<file path="src/rtl/regfile_write_arbiter.sv">
// Round-robin arbiter for the single write port of the register file: latch winner, strobe, await wr_success, ack.
// Optional build macro WR_TIMEOUT_EN adds a WAIT-state timeout that completes the write with err set.
module regfile_write_arbiter #(
  parameter int NREQ    = 4,
  parameter int ADDR_W  = 3,
  parameter int DATA_W  = 8,
  parameter int TIMEOUT = 15
) (
  input  logic                   clk,
  input  logic                   rst_n,
  input  logic [NREQ-1:0]        req,
  input  logic [NREQ*ADDR_W-1:0] req_addr,
  input  logic [NREQ*DATA_W-1:0] req_data,
  output logic [NREQ-1:0]        ack,
  output logic                   err,
  output logic [NREQ-1:0]        grant,
  output logic                   busy,
  output logic                   WR_en,
  output logic [ADDR_W-1:0]      WR_addr,
  output logic [DATA_W-1:0]      WR_data,
  input  logic                   wr_success
);

  localparam int IDX_W = (NREQ > 1) ? $clog2(NREQ) : 1;

  typedef enum logic [1:0] {
    IDLE  = 2'd0,
    ISSUE = 2'd1,
    WAIT  = 2'd2,
    DONE  = 2'd3
  } state_t;

  state_t              state_r, state_s;
  logic [NREQ-1:0]     grant_r, grant_s;
  logic [NREQ-1:0]     ack_r, ack_s;
  logic                busy_r;
  logic                wr_en_r, wr_en_s;
  logic [ADDR_W-1:0]   wr_addr_r, wr_addr_s;
  logic [DATA_W-1:0]   wr_data_r, wr_data_s;
  logic [IDX_W-1:0]    last_r, last_s;
  logic [IDX_W-1:0]    win_r, win_s;
  logic [IDX_W-1:0]    pick_s;
  logic                timeout_s;

  // Nearest requester after 'last', wrapping modulo NREQ.
  function automatic logic [IDX_W-1:0] rr_pick(input logic [NREQ-1:0] r,
                                               input logic [IDX_W-1:0] last);
    int best_d;
    int d;
    rr_pick = last;
    best_d  = NREQ;
    for (int i = 0; i < NREQ; i++) begin
      d = (i + NREQ - int'(last) - 1) % NREQ;
      if (r[i] && (d < best_d)) begin
        best_d  = d;
        rr_pick = IDX_W'(i);
      end else begin
        best_d = best_d;
      end
    end
  endfunction

  // Next-state and next-output logic for the arbitration FSM.
  always_comb begin
    state_s   = state_r;
    grant_s   = grant_r;
    ack_s     = '0;
    wr_en_s   = 1'b0;
    wr_addr_s = wr_addr_r;
    wr_data_s = wr_data_r;
    last_s    = last_r;
    win_s     = win_r;
    pick_s    = rr_pick(req, last_r);
    case (state_r)
      IDLE: begin
        if (|req) begin
          state_s = ISSUE;
          win_s   = pick_s;
          wr_en_s = 1'b1;
          for (int i = 0; i < NREQ; i++) begin
            if (IDX_W'(i) == pick_s) begin
              grant_s[i] = 1'b1;
              wr_addr_s  = req_addr[i*ADDR_W +: ADDR_W];
              wr_data_s  = req_data[i*DATA_W +: DATA_W];
            end else begin
              grant_s[i] = 1'b0;
            end
          end
        end else begin
          state_s = IDLE;
        end
      end
      ISSUE: begin
        state_s = WAIT;
      end
      WAIT: begin
        // wr_success only counts once the strobe has gone back low
        if (wr_success) begin
          state_s = DONE;
          ack_s   = grant_r;
        end else if (timeout_s) begin
          state_s = DONE;
          ack_s   = grant_r;
        end else begin
          state_s = WAIT;
        end
      end
      DONE: begin
        state_s = IDLE;
        grant_s = '0;
        last_s  = win_r;
      end
      default: begin
        state_s = IDLE;
        grant_s = '0;
      end
    endcase
  end

  // State and registered outputs; reset aborts any write in flight.
  always_ff @(posedge clk or negedge rst_n) begin
    if (!rst_n) begin
      state_r   <= IDLE;
      grant_r   <= '0;
      ack_r     <= '0;
      busy_r    <= 1'b0;
      wr_en_r   <= 1'b0;
      wr_addr_r <= '0;
      wr_data_r <= '0;
      last_r    <= IDX_W'(NREQ - 1);
      win_r     <= '0;
    end else begin
      state_r   <= state_s;
      grant_r   <= grant_s;
      ack_r     <= ack_s;
      busy_r    <= (state_s != IDLE);
      wr_en_r   <= wr_en_s;
      wr_addr_r <= wr_addr_s;
      wr_data_r <= wr_data_s;
      last_r    <= last_s;
      win_r     <= win_s;
    end
  end

`ifdef WR_TIMEOUT_EN
  localparam int CNT_W = $clog2(TIMEOUT + 1);

  logic [CNT_W-1:0] cnt_r;
  logic             err_r;

  assign timeout_s = (cnt_r == CNT_W'(TIMEOUT - 1));

  // WAIT-cycle counter, zero outside WAIT; err flags a timed-out completion.
  always_ff @(posedge clk or negedge rst_n) begin
    if (!rst_n) begin
      cnt_r <= '0;
      err_r <= 1'b0;
    end else begin
      err_r <= (state_r == WAIT) && !wr_success && timeout_s;
      if (state_r == WAIT) begin
        cnt_r <= cnt_r + CNT_W'(1);
      end else begin
        cnt_r <= '0;
      end
    end
  end

  assign err = err_r;
`else
  logic timeout_unused_s;

  assign timeout_unused_s = (TIMEOUT > 0);
  assign timeout_s        = 1'b0;
  assign err              = 1'b0;
`endif

  assign grant   = grant_r;
  assign ack     = ack_r;
  assign busy    = busy_r;
  assign WR_en   = wr_en_r;
  assign WR_addr = wr_addr_r;
  assign WR_data = wr_data_r;

endmodule
</file>
<file path="config.mk">
export PLATFORM = sky130hd
export DESIGN_NAME = regfile_write_arbiter
export DESIGN_NICKNAME = d
export VERILOG_FILES = /design/src/rtl/regfile_write_arbiter.sv
export SDC_FILE = /design/constraint.sdc
export NUM_CORES = 1
export LEC_CHECK = 0
export CORE_ASPECT_RATIO = 1.2
export CORE_MARGIN = 5
export CORE_UTILIZATION = 49
export CTS_CLUSTER_DIAMETER = 120
export CTS_CLUSTER_SIZE = 25
export DETAILED_ROUTE_END_ITERATION = 8
export PLACE_DENSITY = 0.86
export SLEW_MARGIN = 30
export SYNTH_ARGS = -nofsm -noshare
export SYNTH_HDL_FRONTEND = slang
export SYNTH_SLANG_ARGS = --single-unit
</file>
<file path="constraint.sdc">
create_clock -name clk -period 7.8 [get_ports clk]
set_input_delay 1.56 -clock clk [delete_from_list [all_inputs] [get_ports clk]]
set_output_delay 1.56 -clock clk [all_outputs]
set_load 0.01 [all_outputs]
</file>
==> flow_metrics.env <==
export IMPL_cts_root_buf="clkbuf_8"
export IMPL_cts_htree_levels=1
export IMPL_clock_latency_ps=270
export IMPL_status="finished, final reports clean"
export IMPL_vias_per_cell=5.77
export IMPL_top_level_ports=73
export IMPL_max_slew_margin_rel_pct=49.1
export IMPL_path_class="primary input to register"
export IMPL_synth_top_area_share_pct=30.6
export IMPL_cts_buffers_inserted=3
export IMPL_yosysMostFrequentCell="dfrtp_1"
export IMPL_clock_skew_ps=0.709
export IMPL_layout_drive_gt1_share_pct=8.30
export IMPL_max_cap_violations=0
export IMPL_yosys_area_top_type="dfrtp_1"
export IMPL_firstDrtPassIters=4
export IMPL_holdWs_ps=495
export IMPL_arrival_ps=6340
export IMPL_clk_pin_slew_worst_paths_ps=90
export IMPL_dieHeight_um=80.8
export IMPL_cp_startpoint="req[0]"
export IMPL_fill_cells=369
export IMPL_finalCritPeriodShare_pct=78.5
export IMPL_finalSetupViolCount=0
export IMPL_max_vdd_ir_drop_v=0.000367
export IMPL_gp_congestion=0.892
export IMPL_grt_start_max_net_pins=29
export IMPL_rsz0062_at_grt="no"
export IMPL_routedWlPerCell_um=17.3
export IMPL_numPortBuffers=71
export IMPL_clock_path_buffers=2
export IMPL_grt_pass1_vias=1976
export IMPL_yosysUniqueCellTypes=53
export IMPL_overflow=0
export IMPL_grt_pass1_wl_um=9300
export IMPL_synth_edff_count=0
export IMPL_synthArstFlopShare_pct=100
export IMPL_yosys_top_cells_count="25 x dfrtp_1, 18 x nor2_1, 15 x nand2_1, 15 x o21ai_0, 14 x ha_1"
export IMPL_drt_wl_total_um=5930
export IMPL_num_vias=1978
export IMPL_area_growth_pct=36.3
export IMPL_report_final_slew_viol_count=0
export IMPL_synth_fp_nets=291
export IMPL_r2r_start="last_r[0]"
export IMPL_n_antenna_cell=0
export IMPL_post_cts_buffers=0
export IMPL_ys_flop_type="dfrtp_1"
export IMPL_dp_cells=339
export IMPL_fmax_mhz=163
export IMPL_synth_cells=226
export IMPL_yosys_top_cells_area="dfrtp_1 31%, ha_1 8.6%, o221a_1 6.1%"
export IMPL_dr_first_iter_drc_count=108
export IMPL_synth_seq_cells=27
export IMPL_design_area_sq_mm=0.00279
export IMPL_drc=0
export IMPL_rows=25
export IMPL_layout_cells_non_filler=343
export IMPL_cp_max_fo=17
export IMPL_worstPathRequired_ps=8010
export IMPL_ctsResizeCount=0
export IMPL_synth_warnings=0
export IMPL_finalNetCount=355
export IMPL_ant_nets=0
export IMPL_synth_seq_area_share_pct=33.1
export IMPL_powerDensity_mw_per_mm2=410
export IMPL_hold_violations=0
export IMPL_dieArea_sq_mm=0.00558
export IMPL_tightestPinTransition_ps=759
export IMPL_start_util_pct=51.1
export IMPL_post_route_min_period_ps=6130
export IMPL_coreArea_sq_mm=0.00400
export IMPL_cpMostUsedCell="ha_1"
export IMPL_holdCritPathClass="register to register"
export IMPL_track_usage_pct=20.6
export IMPL_synth_area_sq_mm=0.00205
export IMPL_p_leak_nw=1.11
export IMPL_min_from="win_r[0]"
export IMPL_placed_area_sq_mm=0.00274
export IMPL_path_cells="clkdlybuf4s50_1, ha_1, nand4bb_1, a21oi_4, or2_2, a21oi_1, ha_1, or3b_1, nor3b_2, a21boi_4, nand2_1, o21ai_0, ha_1, a21oi_1, a211oi_1, nand2_1, o211ai_2, a21oi_2, a32oi_2, o221a_1"
export IMPL_cts_tree="yes"
export IMPL_startpoint_type="primary input"
export IMPL_critPathMaxStageDelay_ps=570
export IMPL_crit_slowest_cell="a32oi_2"
export IMPL_clock_sinks=27
export IMPL_postSynthAreaPerCell_sq_um=9.06
export IMPL_setup_tns_ps=0
export IMPL_cts_hold_buf=0
export IMPL_end_kind="register"
export IMPL_die_w_um=69
export IMPL_antenna_found_initial=0
export IMPL_dp_hpwl_um=4580
[stage by stage]
stage | total power, mW | worst slack [ps] | util (%)
after global routing | 1.25 | 1360 | 69.7
after global placement | 1.04 | 1520 | 68.5
after floorplan | 0.850 | 2480 | -
final | 1.14 | 1670 | 69.7
after CTS | 1.14 | 1710 | 69.7
after detailed placement | 1.06 | 1430 | 68.5
[kinds of logic after synthesis]
family	after synthesis	synth area share, %
simple gates	85	22.4
fa+ha+maj	14	8.56
buf+inv	24	6.66
compound gates	73	28.5
flops	27	33.1
xor+xnor	1	0.428
other cells	2	0.367
[cell type report]
cell class	count	area, sq um	area share, %
clock buffer	3	41.3	1.48
clock inverter	1	7.51	0.269
inverter	10	37.5	1.35
multi-input combinational	175	1230	44.2
sequential	27	678	24.3
tap	54	67.6	2.42
timing repair buffer	73	726	26.0
[worst paths after layout]
kind | endpoint | cells past startpoint | slack (ps)
setup / recovery | WR_data[5] | 20 | 1670
hold / removal | win_r[0] | 2 | 500
setup reg to reg | WR_data[5] | 22 | 1870
hold reg to reg | win_r[0] | 2 | 500
max in group asynchronous | last_r[1] | 2 | 5850
min in group asynchronous | ack[1] | 2 | 1650
[critical path, delay by kind of cell]
kind,cells,cell delay (ps)
AOI/OAI and AO/OA,10,2010
and+or+nand+nor,6,1420
adders and majority gates,3,810
buffers and inverters,1,530
[layout by cell type, fill, tap and decap left out, types with 2 or more instances in the layout]
master           instances
clkdlybuf4s50_1         71
o21ai_1                  8
nor3_1                   6
o221a_1                 11
buf_4                    2
nand3_1                 13
conb_1                   2
ha_1                    14
dfstp_2                  2
nand2_1                 15
a21oi_1                  5
a211oi_1                 3
and3_1                   5
inv_1                    8
nor2b_1                  2
nor2_1                  18
o211ai_1                 2
nand2b_1                13
or2_2                    3
dfrtp_1                 25
o21ai_0                 15
a31oi_1                 13
clkbuf_8                 3
[power by group]
group	internal, mW	switching [mW]
combinational	0.350	0.471
sequential	0.203	0.0411
clock	0.0362	0.0436
[state kept, by name (all words and copies together), names as in the netlist]
signal and cells:
WR_en 1, WR_addr 3, last_r 2, WR_data 8
grant 4, win_r 2, ack 4, state_r 2
busy 1
[metal layers]
| metal | wire length, um | vias up | GRT usage, % |
|---|---|---|---|
| met5 | 0 | - | 0 |
| met4 | 102 | 0 | 7.03 |
| met3 | 302 | 9 | 1.86 |
| met2 | 3060 | 70 | 38.1 |
| met1 | 2470 | 936 | 25.2 |
| li1 | - | 963 | - |
No activity file was read; power rests on OpenSTA's default activity.
